File: src/rtl/stage_sequencer.sv
// stage_sequencer: five-stage instruction sequencer with fetch/memory
// handshakes, stall hold, halt and retired-instruction count.
// Optional macro STAGE_SKIP_EN: NOP instructions retire from stage 2.
module stage_sequencer #(
    parameter int COUNT_W = 16
) (
    input  logic               Clock,
    input  logic               Reset_L,
    input  logic               Start,
    input  logic               Stall,
    input  logic               MEM_Ready,
    input  logic               Mem_Access,
    input  logic               Halt_Req,
    input  logic               NOP_In,
    output logic [2:0]         Stage,
    output logic               NOP_FLAG,
    output logic               Running,
    output logic               Stage_Wait,
    output logic [COUNT_W-1:0] Instr_Count
);

    typedef enum logic [2:0] {
        IDLE   = 3'd0,
        S1     = 3'd1,
        S2     = 3'd2,
        S3     = 3'd3,
        S4     = 3'd4,
        S5     = 3'd5,
        HALTED = 3'd7
    } state_t;

    state_t             state;
    state_t             state_next;
    logic               adv;
    logic               retire;
    logic               halt_pend;
    logic               nop_q;
    logic [COUNT_W-1:0] count_q;

    // State register; the stage code comes straight from here.
    always_ff @(posedge Clock or negedge Reset_L) begin
        if (!Reset_L) begin
            state <= IDLE;
        end else begin
            state <= state_next;
        end
    end

    // Next-state, advance and retirement decode.
    always_comb begin
        state_next = state;
        adv        = 1'b0;
        retire     = 1'b0;
        unique case (state)
            IDLE: begin
                if (Start) begin
                    state_next = S1;
                end
            end
            S1: begin
                adv = !Stall && MEM_Ready;
                if (adv) begin
                    state_next = S2;
                end
            end
            S2: begin
                adv = !Stall;
                if (adv) begin
`ifdef STAGE_SKIP_EN
                    if (NOP_In) begin
                        retire     = 1'b1;
                        state_next = Halt_Req ? HALTED : S1;
                    end else begin
                        state_next = S3;
                    end
`else
                    state_next = S3;
`endif
                end
            end
            S3: begin
                adv = !Stall;
                if (adv) begin
                    state_next = S4;
                end
            end
            S4: begin
                adv = !Stall && (!Mem_Access || MEM_Ready);
                if (adv) begin
                    state_next = S5;
                end
            end
            S5: begin
                adv = !Stall;
                if (adv) begin
                    retire     = 1'b1;
                    state_next = halt_pend ? HALTED : S1;
                end
            end
            HALTED: begin
                if (Start) begin
                    state_next = S1;
                end
            end
            default: begin
                state_next = IDLE;
            end
        endcase
    end

    // Per-instruction flags captured in decode and the retire counter.
    always_ff @(posedge Clock or negedge Reset_L) begin
        if (!Reset_L) begin
            nop_q     <= 1'b0;
            halt_pend <= 1'b0;
            count_q   <= '0;
        end else begin
            if (retire) begin
                count_q <= count_q + COUNT_W'(1);
            end
            if (state == S2 && adv) begin
                nop_q     <= NOP_In;
                halt_pend <= Halt_Req;
            end
            if (state_next == S1 && state != S1) begin
                nop_q <= 1'b0;
            end
            if (state_next == HALTED) begin
                halt_pend <= 1'b0;
            end
        end
    end

    // Status outputs; the wait flag reflects a busy stage that holds.
    always_comb begin
        Stage       = state;
        Running     = (state == S1) || (state == S2) || (state == S3) ||
                      (state == S4) || (state == S5);
        Stage_Wait  = Running && !adv;
        NOP_FLAG    = nop_q;
        Instr_Count = count_q;
    end

endmodule

File: config.mk
export PLATFORM = sky130hd
export DESIGN_NAME = stage_sequencer
export DESIGN_NICKNAME = d
export VERILOG_FILES = /design/src/rtl/stage_sequencer.sv
export SDC_FILE = /design/constraint.sdc
export NUM_CORES = 1
export LEC_CHECK = 0
export ABC_CLOCK_PERIOD_IN_PS = 1800
export CAP_MARGIN = 0
export CORE_MARGIN = 5
export CORE_UTILIZATION = 45
export DETAILED_ROUTE_END_ITERATION = 8
export GPL_TIMING_DRIVEN = 1
export PLACE_DENSITY = 0.79
export SYNTH_ARGS = -nofsm -noshare
export SYNTH_HDL_FRONTEND = slang
export SYNTH_SLANG_ARGS = --single-unit
File: constraint.sdc
create_clock -name Clock -period 1.8 [get_ports Clock]
set_input_delay 0.27 -clock Clock [delete_from_list [all_inputs] [get_ports Clock]]
set_output_delay 0.27 -clock Clock [all_outputs]
set_load 0.1 [all_outputs]
# Word-level counts from Yosys, hierarchy flattened
# Index checks and enable logic that the tools add are counted.
# classes
add_sub_neg,1
eq_ne,9
n_mux,15
n_reduce_logical,18
# op_table
operator,count
$mux W3,7
$pmux W3 S6,1
$add A16 B1 Y16 const B,1
$eq A3 B3 Y1 const B,4
$eq A3 B1 Y1 const B,2
$eq A3 B2 Y1 const B,2
$mux W1,6
$logic_and A1 B1 Y1,5
$logic_or A1 B1 Y1,5
$reduce_bool A2 Y1,2
$logic_not A1 Y1,3
$logic_not A3 Y1,1
$ne A3 B1 Y1 const B,1
$pmux W1 S3,1
$reduce_or A3 Y1,1
$reduce_or A2 Y1,1
# word_totals
register_bits,21
inputBits,8
output_inout_bits,22
elab_cells,47

# Logic depth before layout (Yosys ltp)
# logic_depth
word_depth,8
ltp_mapped,5

# Worst setup path after synthesis
# No wires, ideal clock.
# synth_path
kind,reg-to-output
from,"register state[0], in the netlist Stage[0]"
to,output Stage_Wait
t_arrival_ns,3.733
required_ns,1.530
path_slack_ns,-2.203
path_stages_with_launch,5
cell_sequence,dfrtp_1 > buf_2 > or2b_1 > o21a_1 > o21ai_0
# synth_between
elab_chain_cells,6
word_cells_on_any_way,13
# synth_lines
item,line,rtl
"start, declared",32,state_t state;
"start signal, assigned",45,state <= state_next;
branches (longest 5 deep; another with $eq A3 B2 Y1),n/a,
$logic_and A1 B1 Y1 *,139,Stage_Wait = Running && !adv;
"end, declared",18,"output logic Stage_Wait,"
# Every way passes the cells marked *.

# Worst setup path in the final report
# layout_path
from,"register state[2], in the netlist Stage[2]"
to,output Stage_Wait
# Same word-level chain as after synthesis.

==> impl_metrics.csv <==
group,metric,value,unit
run_status,run_status,"complete, but fails checks",
run_status,violations,"setup timing",
grt,grt_max_degree,22,
setup_path,cp-start-kind,"register",
setup_path,r2r_slack,0,ns
sta,setup_viol,2,
drt,final_antenna_net_count,0,
grt,grt-ovfl-total,0,
setup_path,critPathKind,"register to output port",
sta,tightestPinTransition,0.293,ns
setup_path,worstReg2RegEnd,"NOP_FLAG",
floorplanning,die-area,0.00366,sq mm
clocking,tritoncts,"yes",
setup_path,worstSetupEndpointType,"output port",
layout,syn_to_final_growth,61.2,%
grt,use_met3,3.62,%
setup_path,rr_startpoint,"Stage[0]",
synthesis,netlist_instances,109,
floorplanning,start_util,46.7,%
setup_path,crit_path_end,"Stage_Wait",
clocking,cts_sinks,21,
synthesis,ys_async_sr_fraction,100,%
grt,grt_util_all_layers,17.3,%
sta,finalCritPeriodShare,105,%
synthesis,yosys.area.top_type,"dfrtp_1",
setup_path,crit_arrival,1.62,ns
clocking,cts-root-buf,"clkbuf_4",
synthesis,yosysWarnings,0,
synthesis,synth-edff-count,0,
floorplanning,rows,18,
synthesis,yosysMostFrequentCell,"dfrtp_1",
synthesis,ys.flop_type,"dfrtp_1",
setup_path,crit_required,1.53,ns
sta,period_needed,1.89,ns
drt,via_count,979,
sta,skew,0.0118,ns
drt,drt-initial-drc-count,17,
clocking,clockBufferDepth,2,
drt,drc_errors,0,
setup_path,path_cells,"or2b_1, o21a_1, o21ai_4, buf_12",
pwr,power,0.00270,W
clocking,clk_latency,0.31,ns
place,pre_cts_slack,-0.165,ns
hold_path,min_path_type,"primary input to async pin",
flow_run,drv_cap,0,
synthesis,synth_nets,118,
synthesis,avgSynthCellArea,10.5,sq um
layout,seqCellArea,551,sq um
sta,setup_ws,-0.0930,ns
drt,post_drt_wl_per_cell,15.8,um
layout,final_layout_size_suffix_gt1_share,44.7,%
grt,grt_pass1_vias,1055,
synthesis,synthTopCellsByCount,"dfrtp_1 (21), xnor2_1 (10), nand2_1 (9)",
sta,rsz0062_at_grt,"yes",
sta,hold_ws,0.273,ns
sta,hold_viol,0,
sta,slew_violations,0,
synthesis,synthTopCellsByArea,"dfrtp_1 (46%), xnor2_1 (7.6%), xor2_1 (3.8%)",
grt,grt_util_met1,20.0,%
drt,drt_first_pass_iters,4,
pwr,ir_drop,1770,uV
grt,grt_pass1_wl,4710,um
layout,nFillCells,148,
clocking,cts_htree_levels,1,
setup_path,critical_path.startpoint,"Stage[2]",
synthesis,ys_ff_latch,21,
layout,nNetsFinal,160,
sta,slew_headroom,80.2,%
pwr,cellLeakagePower,0.793,nW
setup_path,worst-path-max-fanout,4,
grt,antenna_found_initial,0,
synthesis,seq_area_frac_synth,45.8,%
drt,routed_wl,2840,um
floorplanning,core-area,0.00245,sq mm
grt,grtUsageMet2,29.0,%
setup_path,worst_path_max_delay_cell,"dfrtp_4",
setup_path,slowest_delay,0.50,ns
floorplanning,die_h,60.5,um
synthesis,synthesis.area,0.00115,sq mm
place,placed_cells,172,
drt,routed_via_density,5.44,
clocking,ctsHoldBuffers,0,
layout,diodes,0,
synthesis,synth_cell_types,43,
floorplanning,die_w,60.5,um
setup_path,reg2regPathDepth,5,
layout,multi_input_area,627,sq um
clocking,cts.reportedPaths.clkPinSlew,0.12,ns
clocking,cts_buffers,3,
synthesis,synth_top_area_share,45.8,%
place,dp_hpwl,2180,um
place,port_buffers,29,
sta,clock.fmax,528,MHz
grt,busiest_layer,"met2",
place,gp_congestion,0.805,
pwr,power_density,1460,mW/mm^2
floorplanning,boundaryPins,30,
layout,layout.cells.non_filler,180,
-- critical path: cells and delay by family, from the launching register on --
kind,cells,cell delay (ns)
buf+inv,1,0.19
compound gates,2,0.37
flops,1,0.50
simple gates,1,0.25
-- registers in the layout, summed over array words and instances, names as in the netlist --
register,flops
Stage,3
Instr_Count,16
NOP_FLAG,1
halt_pend,1
-- routing by layer --
metal	part of all wire, %	routed length (um)
met5	0	0
met1	40	1150
met4	2.4	68
met2	53	1500
met3	4.4	125
-- final cells by class --
class                   count  area share, %
clock buffers               3           1.22
well taps                  30           2.03
clock inverters             1          0.271
repair buffers             41           31.8
inverters                   5           1.01
flip-flops and latches     21           29.8
multi-input cells          79           33.9
-- layout by cell type, fill, tap and decap left out, drive strengths merged, types with 2 or more instances in the layout --
| cell | Yosys | routed |
|---|---|---|
| xor2 | 5 | 5 |
| inv | 5 | 5 |
| nor3 | 3 | 3 |
| a21oi | 4 | 4 |
| dfrtp | 21 | 21 |
| o21a | 2 | 2 |
| nor2 | 4 | 4 |
| nand2 | 9 | 9 |
| nand2b | 3 | 3 |
| clkbuf | 2 | 3 |
| clkdlybuf4s50 | 0 | 7 |
| xnor2 | 10 | 10 |
| and4 | 3 | 3 |
| and2 | 2 | 2 |
| and2b | 2 | 2 |
| mux2i | 3 | 3 |
| and3 | 2 | 2 |
| nand3 | 3 | 3 |
| or2b | 2 | 2 |
| nand4 | 4 | 4 |
| o21ai | 3 | 3 |
| buf | 2 | 34 |
-- stage by stage --
step           area [sq um]  utilization [%]  TNS [ns]
2_1_floorplan          1220                -    -0.289
6_report               1850             75.3   -0.0980
3_5_place_dp           1770             72.1    -0.464
5_1_grt                1850             75.3    -0.187
4_1_cts                1840             74.9   -0.0911
3_3_place_gp           1770             72.1    -0.391
-- where the power goes --
group	switching (W)	internal (W)	leakage (nW)	total (W)
registers	0.000137	0.000572	0.257	0.000709
clock network	0.000149	0.0000831	0.0177	0.000232
logic	0.00109	0.000676	0.518	0.00176
-- timing repair --
action / in CTS / in global routing
setup endpoints to repair: 2 / 3
pin swaps: 1 / 0
setup buffers: 4 / 0
gates resized for setup: 2 / 3
-- cells by family (layout without fill, tap and decap cells) --
| group | after synthesis | count (layout) | share of synthesized area (%) |
|---|---|---|---|
| compound gates | 17 | 17 | 10.8 |
| xor+xnor | 15 | 15 | 11.4 |
| fa+ha+maj | 1 | 1 | 1.09 |
| buf+inv | 9 | 50 | 3.38 |
| flops | 21 | 21 | 45.8 |
| mux | 4 | 4 | 3.60 |
| simple gates | 42 | 42 | 23.9 |
-- worst min path at each step --
stage                          startpoint         endpoint  slack [ns]  depth (start not counted)
after floorplan                   Reset_L   Instr_Count[0]       -0.03                          0
after global placement    Instr_Count[10]  Instr_Count[10]        0.50                          1
after detailed placement  Instr_Count[10]  Instr_Count[10]        0.51                          1
after CTS                         Reset_L         Stage[1]        0.28                          2
after global routing              Reset_L   Instr_Count[1]        0.29                          2
final                             Reset_L   Instr_Count[2]        0.27                          2
No activity file was read; power rests on OpenSTA's default activity.
